### src/rtl/stack_ctrl.sv
// PUSH/POP sequencer: reads SP from the register file, checks stack bounds,
// moves data between the register file and data memory, then reports completion.
module stack_ctrl #(
  parameter int WIDTH       = 8,
  parameter int ADDR        = 2,
  parameter int SP_IDX      = 3,
  parameter int STACK_BASE  = 255,
  parameter int STACK_LIMIT = 0
) (
  input  logic             CLK,
  input  logic             RST,
  input  logic             cmd_valid,
  output logic             cmd_ready,
  input  logic             cmd_op,
  input  logic [WIDTH-1:0] cmd_data,
  input  logic [ADDR-1:0]  cmd_dst,
  output logic             rf_rd_en,
  output logic [ADDR-1:0]  rf_r_add_a,
  input  logic [WIDTH-1:0] rf_rd_data_a,
  input  logic             rf_rd_data_vld,
  output logic             rf_wr_en,
  output logic [ADDR-1:0]  rf_w_add,
  output logic [WIDTH-1:0] rf_wr_data,
  output logic             mem_wr_en,
  output logic             mem_rd_en,
  output logic [WIDTH-1:0] mem_addr,
  output logic [WIDTH-1:0] mem_wr_data,
  input  logic [WIDTH-1:0] mem_rd_data,
  output logic             done,
  output logic             err,
  output logic [1:0]       err_code
);

  localparam logic [ADDR-1:0]  SP_ADDR = ADDR'(SP_IDX);
  localparam logic [WIDTH-1:0] BASE_V  = WIDTH'(STACK_BASE);
  localparam logic [WIDTH-1:0] LIMIT_V = WIDTH'(STACK_LIMIT);

  localparam logic [1:0] CODE_NONE      = 2'b00;
  localparam logic [1:0] CODE_OVERFLOW  = 2'b01;
  localparam logic [1:0] CODE_UNDERFLOW = 2'b10;
  localparam logic [1:0] CODE_ILLEGAL   = 2'b11;

  typedef enum logic [3:0] {
    S_IDLE, S_SP_RD, S_SP_WAIT, S_PUSH_WR, S_POP_RD,
    S_POP_WAIT, S_POP_WB, S_SP_WB, S_DONE, S_ERR
  } state_t;

  state_t           state, state_nx;
  logic             op_q;
  logic [WIDTH-1:0] data_q;
  logic [ADDR-1:0]  dst_q;
  logic [WIDTH-1:0] sp_q;
  logic [WIDTH-1:0] pop_q;
  logic [1:0]       chk_code;

  // Bounds/destination check against the SP value arriving from the register file.
  always_comb begin
    chk_code = CODE_NONE;
    if (!op_q) begin
      if (rf_rd_data_a == LIMIT_V) chk_code = CODE_OVERFLOW;
    end else if (rf_rd_data_a == BASE_V) begin
      chk_code = CODE_UNDERFLOW;
    end else if (dst_q == SP_ADDR) begin
      chk_code = CODE_ILLEGAL;
    end
  end

  always_comb begin
    state_nx = state;
    unique case (state)
      S_IDLE:     if (cmd_valid) state_nx = S_SP_RD;
      S_SP_RD:    state_nx = S_SP_WAIT;
      S_SP_WAIT: begin
        if (rf_rd_data_vld) begin
          if (chk_code != CODE_NONE) state_nx = S_ERR;
          else if (op_q)             state_nx = S_POP_RD;
          else                       state_nx = S_PUSH_WR;
        end
      end
      S_PUSH_WR:  state_nx = S_DONE;
      S_POP_RD:   state_nx = S_POP_WAIT;
      S_POP_WAIT: state_nx = S_POP_WB;
      S_POP_WB:   state_nx = S_SP_WB;
      S_SP_WB:    state_nx = S_DONE;
      S_DONE:     state_nx = S_IDLE;
      S_ERR:      state_nx = S_IDLE;
      default:    state_nx = S_IDLE;
    endcase
  end

  always_ff @(posedge CLK) begin
    if (!RST) begin
      state    <= S_IDLE;
      op_q     <= 1'b0;
      data_q   <= '0;
      dst_q    <= '0;
      sp_q     <= '0;
      pop_q    <= '0;
      err_code <= CODE_NONE;
    end else begin
      state <= state_nx;
      if (state == S_IDLE && cmd_valid) begin
        op_q   <= cmd_op;
        data_q <= cmd_data;
        dst_q  <= cmd_dst;
      end
      if (state == S_SP_WAIT && rf_rd_data_vld) sp_q <= rf_rd_data_a;
      if (state == S_POP_WAIT) pop_q <= mem_rd_data;
      // err_code only changes when a command finishes, so it holds between commands.
      if (state_nx == S_ERR)       err_code <= chk_code;
      else if (state_nx == S_DONE) err_code <= CODE_NONE;
    end
  end

  always_comb begin
    cmd_ready   = (state == S_IDLE);
    rf_r_add_a  = SP_ADDR;
    rf_rd_en    = 1'b0;
    rf_wr_en    = 1'b0;
    rf_w_add    = '0;
    rf_wr_data  = '0;
    mem_wr_en   = 1'b0;
    mem_rd_en   = 1'b0;
    mem_addr    = '0;
    mem_wr_data = '0;
    done        = 1'b0;
    err         = 1'b0;
    unique case (state)
      S_SP_RD: rf_rd_en = 1'b1;
      S_PUSH_WR: begin
        mem_wr_en   = 1'b1;
        mem_addr    = sp_q;
        mem_wr_data = data_q;
        rf_wr_en    = 1'b1;
        rf_w_add    = SP_ADDR;
        rf_wr_data  = sp_q - WIDTH'(1);
      end
      S_POP_RD: begin
        mem_rd_en = 1'b1;
        mem_addr  = sp_q + WIDTH'(1);
      end
      S_POP_WB: begin
        rf_wr_en   = 1'b1;
        rf_w_add   = dst_q;
        rf_wr_data = pop_q;
      end
      S_SP_WB: begin
        rf_wr_en   = 1'b1;
        rf_w_add   = SP_ADDR;
        rf_wr_data = sp_q + WIDTH'(1);
      end
      S_DONE: done = 1'b1;
      S_ERR: begin
        done = 1'b1;
        err  = 1'b1;
      end
      default: ;
    endcase
  end

endmodule
### config.mk
export PLATFORM = sky130hd
export DESIGN_NAME = stack_ctrl
export DESIGN_NICKNAME = d
export VERILOG_FILES = /design/src/rtl/stack_ctrl.sv
export SDC_FILE = /design/constraint.sdc
export NUM_CORES = 1
export LEC_CHECK = 0
export ABC_CLOCK_PERIOD_IN_PS = 3000
export CAP_MARGIN = 10
export CORE_UTILIZATION = 30
export DETAILED_ROUTE_END_ITERATION = 8
export GPL_TIMING_DRIVEN = 0
export HOLD_SLACK_MARGIN = 0.06
export SLEW_MARGIN = 20
export SYNTH_ARGS = -nofsm -noshare
export SYNTH_HDL_FRONTEND = slang
export SYNTH_SLANG_ARGS = --single-unit
### constraint.sdc
create_clock -name CLK -period 3 [get_ports CLK]
set_clock_uncertainty 0.05 [all_clocks]
set_input_delay 0.45 -clock CLK [delete_from_list [all_inputs] [get_ports CLK]]
set_output_delay 0.45 -clock CLK [all_outputs]
set_load 0.05 [all_outputs]
==> results.sh <==
export IMPL_critPathBufInv=3
export IMPL_fin_nets=354
export IMPL_final_max_slew_viol_count=0
export IMPL_start_util_pct=31.6
export IMPL_multi_input_area_um2=1250
export IMPL_path_max_fanout=10
export IMPL_synth_area_um2=2040
export IMPL_synth_most_common_cell="dfxtp_1"
export IMPL_fin_crit_ps=2910
export IMPL_ctsResizeCount=21
export IMPL_synth_cell_type_count=46
export IMPL_path_cells="buf_2 -> nor4_2 -> buf_2 -> clkdlybuf4s50_1"
export IMPL_drc=6
export IMPL_groute_usage_overall_pct=15.7
export IMPL_hold_path_class="flip-flop to flip-flop"
export IMPL_gp_congestion=0.779
export IMPL_setup_tns_ps=0
export IMPL_drt_initial_drc_count=125
export IMPL_fin_crit_sh_pct=96.9
export IMPL_io_buffers=65
export IMPL_area_delta_synth_final_pct=40.2
export IMPL_synth_edf_count=0
export IMPL_violations="design-rule violations"
export IMPL_yosysTopAreaCellShare_pct=32.3
export IMPL_drt_total_wl_mm=5.43
export IMPL_core_um2=6460
export IMPL_die_height_um=84.5
export IMPL_drive_above_1_share_pct=13.4
export IMPL_cpMaxStageDelayCell="clkdlybuf4s50_1"
export IMPL_hpwl_mm=4.20
export IMPL_start_kind="flip-flop"
export IMPL_drt_antenna_violating_nets=0
export IMPL_clk_pin_slew_ps=70
export IMPL_async_flop_share_pct=0
export IMPL_leakagePower_nw=1.31
export IMPL_post_cts_setup_buffer_count=0
export IMPL_grt_overflow_total=0
export IMPL_ys_warn_count=0
export IMPL_synth_seq_cells=33
export IMPL_regArea_um2=661
export IMPL_cts_hold_buf=0
export IMPL_status="complete, but fails checks"
export IMPL_critical_path_top_delay_family="buffers and inverters"
export IMPL_crit_path_frequent_cell="buf_2"
export IMPL_max_freq_mhz=344
export IMPL_grt_pass1_vias=1830
export IMPL_synth_top_area_cell="dfxtp_1"
export IMPL_path_class="flip-flop to output pin"
export IMPL_finalSetupViolCount=0
export IMPL_grt_pass1_wl_mm=8.92
export IMPL_power_density_nw_per_um2=403
export IMPL_wire_per_inst_um=13.6
export IMPL_placed_area_um2=2790
export IMPL_clockBufferDepth=2
export IMPL_synth_flop_cell="dfxtp_1"
export IMPL_htree_levels=2
export IMPL_synth_seq_area_share_pct=32.3
export IMPL_vias=1955
export IMPL_diodes=0
export IMPL_rsz0062_at_grt="no"
export IMPL_worst_slew_pin_slew_ps=531
export IMPL_slew_limit_headroom_pct=64.3
export IMPL_max_stage_delay_ps=830
export IMPL_cp_required_ps=2500
export IMPL_critPathCaptureType="output pin"
export IMPL_grt_max_degree=12
export IMPL_clk_latency_ps=280
export IMPL_synth_area_leaders="dfxtp_1 (32%), mux2i_1 (9.8%), nor2b_1 (6.4%)"
export IMPL_floorplan_rows=29
export IMPL_fin_area_um2=2870
export IMPL_synth_common_cells="dfxtp_1 (33), nand2_1 (28), nor2b_1 (21), mux2i_1 (20), nand3_1 (20)"
export IMPL_drv_cap=0
export IMPL_via_per_inst=4.90
export IMPL_antenna_found_initial=0
export IMPL_cts_tree="done"
export IMPL_io_pins=68
export IMPL_die_w_um=84.5
export IMPL_syn_avg_cell_area_um2=8.24
export IMPL_dr_pass1_iters=8
export IMPL_root_buffer="clkbuf_8"
export IMPL_cts_made_buffers=5
export IMPL_ir_worst_vdd_mv=0.201
export IMPL_crit_arrival_ps=2410
export IMPL_synthCells=248
export IMPL_cts_sinks=33
export IMPL_fillers=660
export IMPL_die_area_um2=7140
export IMPL_finalHoldViolCount=0
stage by stage:
step / setup WS [ps] / cells / hold WS, ps / util [%] / power [mW]
5_1_grt: 8.58 / 399 / 436 / 44.4 / 1.22
3_5_place_dp: 47.7 / 391 / 398 / 43.3 / 0.724
6_report: 92.8 / 399 / 408 / 44.4 / 1.15
4_1_cts: 6.58 / 399 / 408 / 44.8 / 1.17
2_1_floorplan: 75.2 / 249 / 380 / - / 0.631
3_3_place_gp: 46.0 / 391 / 386 / 43.3 / 0.722
cell families (layout without fill, tap and decap cells):
| family | after synthesis | after routing | share of synthesized area (%) |
|---|---|---|---|
| fa+ha+maj | 2 | 2 | 1.22 |
| mux | 20 | 20 | 9.80 |
| other cells | 1 | 2 | 0.184 |
| buf+inv | 25 | 98 | 6.55 |
| compound gates | 53 | 53 | 18.3 |
| simple gates | 109 | 109 | 29.5 |
| xor+xnor | 5 | 5 | 2.14 |
| flops | 33 | 33 | 32.3 |
final timing paths:
| path | startpoint | end | slack [ps] | cells after the start |
|---|---|---|---|---|
| setup / recovery | state[1]$_SDFF_PN0_ | cmd_ready | 90 | 4 |
| hold / removal | data_q[6]$_SDFFE_PN0P_ | data_q[6]$_SDFFE_PN0P_ | 410 | 2 |
| setup reg to reg | state[1]$_SDFF_PN0_ | data_q[3]$_SDFFE_PN0P_ | 1170 | 6 |
| hold reg to reg | data_q[6]$_SDFFE_PN0P_ | data_q[6]$_SDFFE_PN0P_ | 410 | 2 |
worst min-delay path, cell delays in order (launching register included):
cell,delay [ps]
dfxtp_1,320
nand2_1,50
a21boi_1,50
sequential cells by signal (all words and copies together), names as in the netlist:
signal / count
data_q: 8
pop_q: 8
sp_q: 8
state: 4
dst_q: 2
err_code: 2
op_q: 1
metal layers:
layer  GRT usage [%]  vias to the layer above  wire length [µm]
li1                -                     1008                 -
met1            21.4                      868              2600
met2            23.6                       73              2310
met3            5.31                        6               483
met4            4.31                        0                39
met5               0                        -                 0
cell type report:
class	instances	area share (%)
multi-input cells	191	43.7
flip-flops and latches	33	23.1
repair buffers	65	21.0
plain buffers	20	4.06
well taps	77	3.36
clock buffers	6	2.88
clock inverters	2	1.31
inverters	5	0.655
cell usage in the layout, fill, tap and decap left out, types with 3 or more instances in the layout:
cell type	n
clkdlybuf4s50_1	36
dfxtp_1	33
nand2_1	28
nor2b_1	21
nand3_1	20
mux2i_1	20
clkbuf_2	16
o21ai_0	14
a21boi_0	12
and2_1	10
dlymetal6s2s_1	9
nor2_1	8
buf_2	7
clkbuf_8	7
dlygate4sd2_1	6
inv_1	5
nand2b_1	5
clkbuf_1	5
nor3_1	3
buf_4	3
xnor2_1	3
a221o_1	3
a22o_1	3
a21oi_1	3
a21boi_1	3
power breakdown:
| part | internal (mW) | total (mW) | switching [mW] | leakage, nW |
|---|---|---|---|---|
| logic | 0.107 | 0.242 | 0.135 | 0.982 |
| clock network | 0.270 | 0.444 | 0.173 | 0.0574 |
| registers | 0.456 | 0.468 | 0.0120 | 0.268 |
| total | 0.834 | 1.15 | 0.320 | 1.31 |
No activity file was read; power rests on OpenSTA's default activity.
